$ cat src/rtl/mem_wb_stage_if.sv
// mem_wb_stage_if: connects the EX/MEM register and the memory stage to the
// MEM/WB stage, and carries the register-file write port, halt flag and
// retired count back out.
//   master : EX/MEM side; drives i_* fields, observes o_* results
//   slave  : mem_wb_stage; consumes i_* fields, drives o_* results
interface mem_wb_stage_if #(
    parameter int unsigned NB_WIDTH = 32,
    parameter int unsigned NB_REG   = 5,
    parameter int unsigned NB_CNT   = 32
);
    // Pipeline advance and EX/MEM fields
    logic                i_enable;
    logic                i_valid;
    logic                i_reg_write;
    logic [1:0]          i_wb_sel;
    logic [NB_REG-1:0]   i_rd_addr;
    logic [NB_WIDTH-1:0] i_alu_result;
    logic [NB_WIDTH-1:0] i_pc_plus8;
    logic                i_halt;
    // Load data, already registered and extended by the memory stage
    logic [NB_WIDTH-1:0] i_mem_read_data;

    // Register-file write port and debug status
    logic                o_wb_we;
    logic [NB_REG-1:0]   o_wb_addr;
    logic [NB_WIDTH-1:0] o_wb_data;
    logic                o_halted;
    logic [NB_CNT-1:0]   o_retired;

    modport master (
        output i_enable, i_valid, i_reg_write, i_wb_sel, i_rd_addr,
               i_alu_result, i_pc_plus8, i_halt, i_mem_read_data,
        input  o_wb_we, o_wb_addr, o_wb_data, o_halted, o_retired
    );

    modport slave (
        input  i_enable, i_valid, i_reg_write, i_wb_sel, i_rd_addr,
               i_alu_result, i_pc_plus8, i_halt, i_mem_read_data,
        output o_wb_we, o_wb_addr, o_wb_data, o_halted, o_retired
    );
endinterface

$ cat src/rtl/mem_wb_stage.sv
// mem_wb_stage: MEM/WB pipeline register, write-back data selection and
// halt/retire tracking for the MIPS core.
//   i_clk    : clock
//   i_reset  : synchronous, active-high reset
//   bus      : mem_wb_stage_if.slave
//              in  : i_enable, i_valid, i_reg_write, i_wb_sel, i_rd_addr,
//                    i_alu_result, i_pc_plus8, i_halt, i_mem_read_data
//              out : o_wb_we, o_wb_addr, o_wb_data (combinational from the
//                    MEM/WB register), o_halted, o_retired
// A HALT reaching write-back freezes the stage until reset.
module mem_wb_stage #(
    parameter int unsigned NB_WIDTH = 32,
    parameter int unsigned NB_REG   = 5,
    parameter int unsigned NB_CNT   = 32
) (
    input  logic            i_clk,
    input  logic            i_reset,
    mem_wb_stage_if.slave   bus
);

    localparam logic [0:0] RUN    = 1'b0;
    localparam logic [0:0] HALTED = 1'b1;

    localparam logic [1:0] SEL_MEM  = 2'b01;
    localparam logic [1:0] SEL_LINK = 2'b10;

    // Fields captured from EX/MEM
    typedef struct packed {
        logic                valid;
        logic                reg_write;
        logic [1:0]          wb_sel;
        logic [NB_REG-1:0]   rd;
        logic [NB_WIDTH-1:0] alu;
        logic [NB_WIDTH-1:0] pc8;
        logic                halt;
    } wb_fields_t;

    wb_fields_t          fields_q;
    wb_fields_t          fields_d;
    logic [0:0]          state_q;
    logic [0:0]          state_d;
    logic [NB_CNT-1:0]   retired_q;
    logic [NB_CNT-1:0]   retired_d;

    logic                advance;
    logic                halt_commit;
    logic                capture;
    logic                retire;
    logic                wb_we;
    logic [NB_WIDTH-1:0] wb_data;

    // State, captured fields and retire counter
    always_ff @(posedge i_clk) begin
        if (i_reset) begin
            state_q   <= RUN;
            fields_q  <= '0;
            retired_q <= '0;
        end else begin
            state_q   <= state_d;
            fields_q  <= fields_d;
            retired_q <= retired_d;
        end
    end

    // Next state, capture, counting and write-back selection
    always_comb begin
        state_d     = state_q;
        fields_d    = fields_q;
        retired_d   = retired_q;
        advance     = 1'b0;
        halt_commit = 1'b0;
        capture     = 1'b0;
        retire      = 1'b0;
        wb_we       = 1'b0;
        wb_data     = fields_q.alu;

        advance     = bus.i_enable & (state_q == RUN);
        // The HALT in write-back blocks the instruction behind it from entering.
        halt_commit = advance & fields_q.valid & fields_q.halt;
        capture     = advance & ~halt_commit;
        retire      = advance & fields_q.valid & ~fields_q.halt;

        case (state_q)
            RUN:     if (halt_commit) state_d = HALTED;
            HALTED:  state_d = HALTED;
            default: state_d = RUN;
        endcase

        if (capture) begin
            fields_d.valid     = bus.i_valid;
            fields_d.reg_write = bus.i_reg_write;
            fields_d.wb_sel    = bus.i_wb_sel;
            fields_d.rd        = bus.i_rd_addr;
            fields_d.alu       = bus.i_alu_result;
            fields_d.pc8       = bus.i_pc_plus8;
            fields_d.halt      = bus.i_halt;
        end

        // Counts stores and $zero writes too; wraps naturally.
        if (retire) begin
            retired_d = retired_q + NB_CNT'(1);
        end

        // Load data arrives registered at the same edge as the fields.
        case (fields_q.wb_sel)
            SEL_MEM:  wb_data = bus.i_mem_read_data;
            SEL_LINK: wb_data = fields_q.pc8;
            default:  wb_data = fields_q.alu;
        endcase

        wb_we = retire & fields_q.reg_write & (fields_q.rd != '0);
    end

    assign bus.o_wb_we   = wb_we;
    assign bus.o_wb_addr = fields_q.rd;
    assign bus.o_wb_data = wb_data;
    assign bus.o_halted  = (state_q == HALTED);
    assign bus.o_retired = retired_q;

endmodule

$ cat src/flat_wrapper.sv
// flat-port wrapper written by rule: the top's interface ports become plain ports
module mem_wb_stage_flat 
#(
    parameter int unsigned NB_WIDTH = 32,
    parameter int unsigned NB_REG   = 5,
    parameter int unsigned NB_CNT   = 32
)
  (i_clk, i_reset, bus_i_enable, bus_i_valid, bus_i_reg_write, bus_i_wb_sel, bus_i_rd_addr, bus_i_alu_result, bus_i_pc_plus8, bus_i_halt, bus_i_mem_read_data, bus_o_wb_we, bus_o_wb_addr, bus_o_wb_data, bus_o_halted, bus_o_retired);
  mem_wb_stage_if #(.NB_WIDTH(NB_WIDTH), .NB_REG(NB_REG), .NB_CNT(NB_CNT)) bus_i ();
  input  logic i_clk;
  input  logic i_reset;
  input wire logic [$bits(bus_i.i_enable)-1:0] bus_i_enable;
  input wire logic [$bits(bus_i.i_valid)-1:0] bus_i_valid;
  input wire logic [$bits(bus_i.i_reg_write)-1:0] bus_i_reg_write;
  input wire logic [$bits(bus_i.i_wb_sel)-1:0] bus_i_wb_sel;
  input wire logic [$bits(bus_i.i_rd_addr)-1:0] bus_i_rd_addr;
  input wire logic [$bits(bus_i.i_alu_result)-1:0] bus_i_alu_result;
  input wire logic [$bits(bus_i.i_pc_plus8)-1:0] bus_i_pc_plus8;
  input wire logic [$bits(bus_i.i_halt)-1:0] bus_i_halt;
  input wire logic [$bits(bus_i.i_mem_read_data)-1:0] bus_i_mem_read_data;
  output wire logic [$bits(bus_i.o_wb_we)-1:0] bus_o_wb_we;
  output wire logic [$bits(bus_i.o_wb_addr)-1:0] bus_o_wb_addr;
  output wire logic [$bits(bus_i.o_wb_data)-1:0] bus_o_wb_data;
  output wire logic [$bits(bus_i.o_halted)-1:0] bus_o_halted;
  output wire logic [$bits(bus_i.o_retired)-1:0] bus_o_retired;
  assign bus_i.i_enable = bus_i_enable;
  assign bus_i.i_valid = bus_i_valid;
  assign bus_i.i_reg_write = bus_i_reg_write;
  assign bus_i.i_wb_sel = bus_i_wb_sel;
  assign bus_i.i_rd_addr = bus_i_rd_addr;
  assign bus_i.i_alu_result = bus_i_alu_result;
  assign bus_i.i_pc_plus8 = bus_i_pc_plus8;
  assign bus_i.i_halt = bus_i_halt;
  assign bus_i.i_mem_read_data = bus_i_mem_read_data;
  assign bus_o_wb_we = bus_i.o_wb_we;
  assign bus_o_wb_addr = bus_i.o_wb_addr;
  assign bus_o_wb_data = bus_i.o_wb_data;
  assign bus_o_halted = bus_i.o_halted;
  assign bus_o_retired = bus_i.o_retired;
  mem_wb_stage #(.NB_WIDTH(NB_WIDTH), .NB_REG(NB_REG), .NB_CNT(NB_CNT)) u_core (.i_clk(i_clk), .i_reset(i_reset), .bus(bus_i));
endmodule
$ cat config.mk
export PLATFORM = sky130hd
export DESIGN_NAME = mem_wb_stage_flat
export DESIGN_NICKNAME = d
export VERILOG_FILES = /design/src/rtl/mem_wb_stage_if.sv /design/src/rtl/mem_wb_stage.sv /design/src/flat_wrapper.sv
export SDC_FILE = /design/constraint.sdc
export NUM_CORES = 1
export LEC_CHECK = 0
export CORE_MARGIN = 1.5
export CORE_UTILIZATION = 48
export CTS_CLUSTER_DIAMETER = 120
export DETAILED_ROUTE_END_ITERATION = 16
export MAX_ROUTING_LAYER = met4
export PLACE_DENSITY = 0.86
export RECOVER_POWER = 100
export SLEW_MARGIN = 20
export SYNTH_ARGS = -nofsm -noshare
export SYNTH_HDL_FRONTEND = slang
export SYNTH_SLANG_ARGS = --single-unit
$ cat constraint.sdc
create_clock -name i_clk -period 4.6 [get_ports i_clk]
set_clock_uncertainty 0.1 [all_clocks]
set_input_delay 0.69 -clock i_clk [delete_from_list [all_inputs] [get_ports i_clk]]
set_output_delay 0.69 -clock i_clk [all_outputs]
set_load 0.05 [all_outputs]
==> run summary <==
# hold bufs at CTS: 0
CTS tree: done
Post-Syn Area: 4778 sq um
max cap viols: 1
# rows: 36
Layout fillers: 807
Hold Crit Class: register to register
slew at the pin closest to its max-slew limit: 1.888 ns
HPWL after DPL: 9210 um
critical path arrival: 2.98 ns
RSZ-0062 raised after global routing: no
CP Max Fanout: 18
Crit path required time: 3.81 ns
Total Routing Usage GR: 26.07%
yosys synthesis warning count: 0
sequential area share after synthesis: 44.83%
fmax: 265.2 MHz
chip height: 102.8 um
Hold Path Cell Cnt: 2
period utilization: 81.97%
Slowest-stage cell, CP: dlygate4sd3_1
Overflow after GRT: 0
PD cells: 283.2 nW/um^2
instance count on the critical path: 6
number of port buffers: 179
total of flip-flops plus latches after synthesis: 107
critical path class: register to output port
routed wire length: 13670 um
total number of vias: 4897
number of distinct library cells after synthesis: 33
worst stage delay on the critical path: 0.91 ns
Relative slew margins: -25.90%
Area Overhead vs Synth: 40.40%
nets@finish: 885
Fin Setup TNS: 0 ns
Worst Path Buf+Inv: 3
clock tree buffer depth: 2
initial antenna violation count: 0
worst skew pair latency: 0.37 ns
IO Count: 180
Slew Viols, Final: 53
drt wl/cell: 15.01 um
final core utilization: 68.96%
commonest non-fill, non-tap cells in the layout: nand2_1, dfxtp_1, clkdlybuf4s50_1
TritonCTS buffer count: 9
Critical Path Source Type: register
DR iter-0 viols: 240
setup violators final: 0
CP Capture Type: output port
Post-CTS Setup Bufs: 0
first-pass GRT wire length: 21200 um
antenna viol nets, final: 0
Post-Synthesis Cells: 633
Max IR drop VDD: 172.5 uV
Core Region: 9729 sq um
Mapped Avg Cell Area: 7.549 sq um
commonest non-fill, non-tap cell in the layout: nand2_1
htree depth: 3
clk sink count: 107
Lkg Pwr: 2.537 nW
DRC: 0
crit-path leading delay family: buffers and inverters
Initial Util: 49.11%
origin of the critical flop-to-flop path: u_core.fields_q[73]
r2r worst-path depth: 5
run status: complete, but fails checks
total chip power: 1.900 mW
hold path startpoint: u_core.fields_q[58]
CP Cell Sequence: inv_1, ha_1, buf_4, a22oi_1, o21ai_0, dlygate4sd3_1
number of gates resized after CTS: 0
pin count of the biggest net entering global routing: 114
Final min period: 3.770 ns
Critical path origin: u_core.fields_q[71]
Synth Net Count: 745
via/cell ratio: 5.375
Final Hold Viols: 0
vias in the first global route: 4536
RePlAce Congestion: 0.9057
Worst-path clk slew: 0.10 ns
Die X: 102.8 um
layout cell share with drive strength beyond 1: 2.828%
Detailed Routing Iterations Pass 1: 7
failing checks: max-capacitance violations, max-slew violations
# diodes: 0
die area: 10560 sq um
Root Buffer: clkbuf_8
[metrics by stage]
stage	hold WS (ns)	cell area [sq um]	cells	setup slack (ns)
6_report	0.3597	6709	911	0.8296
5_1_grt	0.3833	6709	911	0.6012
4_1_cts	0.3595	6714	911	0.8611
3_5_place_dp	0.3467	6534	895	1.106
3_3_place_gp	0.3424	6534	895	1.146
2_1_floorplan	0.3366	4778	633	1.694
[layer usage]
metal / track usage, % / part of all wire, %
met1: 31.58 / 42
met3: 5.763 / 4.9
met5: - / 0
met2: 43.45 / 51
met4: 8.212 / 1.9
[logic make-up after synthesis]
kind of cell             synth area share (%)
AO/OA/AOI/OAI                           20.56
XOR/XNOR                                1.650
flip-flops                              44.83
AND/OR/NAND/NOR                         25.40
adder cells (fa/ha/maj)                0.7856
multiplexers                            1.414
buffers and inverters                   5.368
[state kept, by name (all words and copies together) (netlist names)]
register and flops:
u_core.bus.o_wb_addr 5, u_core.bus.o_halted 1, u_core.fields_q 69, u_core.bus.o_retired 32
[power breakdown]
group	internal [mW]	switching [mW]	leakage, nW	total (mW)
sequential	0.964	0.0214	0.876	0.985
clock	0.226	0.320	0.0884	0.545
combinational	0.153	0.216	1.57	0.369
[path summary, 6_finish.rpt]
| check | to | slack (ns) |
|---|---|---|
| setup / recovery | bus_o_wb_data[8] | 0.83 |
| hold / removal | u_core.fields_q[58] | 0.36 |
| setup reg to reg | u_core.bus.o_wb_addr[1] | 1.43 |
| hold reg to reg | u_core.fields_q[58] | 0.36 |
[synth_stat cells]
cell         n  share of area, %
nand3_1     10               1.0
and4_1       2              0.37
nand3b_1     1              0.16
or3_1        7              0.92
inv_1        6              0.47
ha_1         3              0.79
nand2_1    195                15
nor4_1      10               1.3
dfxtp_1    107                45
and2_1       1              0.13
mux2_2       3              0.71
xnor2_1      6               1.1
buf_4        5              0.79
o21ai_0     36               3.8
nand4bb_1    1              0.24
clkbuf_1    38               3.0
buf_6        1              0.24
buf_2        4              0.42
and3_1       4              0.52
and3b_1      1              0.18
or4_1       13               2.0
a22oi_1     32               5.0
buf_1        6              0.47
nor4bb_1     1              0.21
nor2b_1      6              0.79
a21oi_1     91               9.5
o311a_1      1              0.21
o31ai_1     12               1.9
xor2_1       3              0.55
a31oi_1      1              0.13
nand4_1      7              0.92
mux2_1       3              0.71
nor2_1      16               1.3
[area by class of cell]
class                   count  area [sq um]  share of cell area [%]
clock inverters             4         25.02                  0.3730
well taps                 133         166.4                   2.480
flip-flops and latches    107          2142                   31.93
inverters                   6         22.52                  0.3357
repair buffers            183          1815                   27.06
clock buffers              12         155.1                   2.313
multi-input cells         466          2382                   35.51
[worst min-delay path, delay by kind of cell (launching register included)]
family | cells | cell delay, ns
DFF | 1 | 0.32
AOI/OAI and AO/OA | 1 | 0.05
and+or+nand+nor | 1 | 0.05
(Power assumes the default switching activity.)
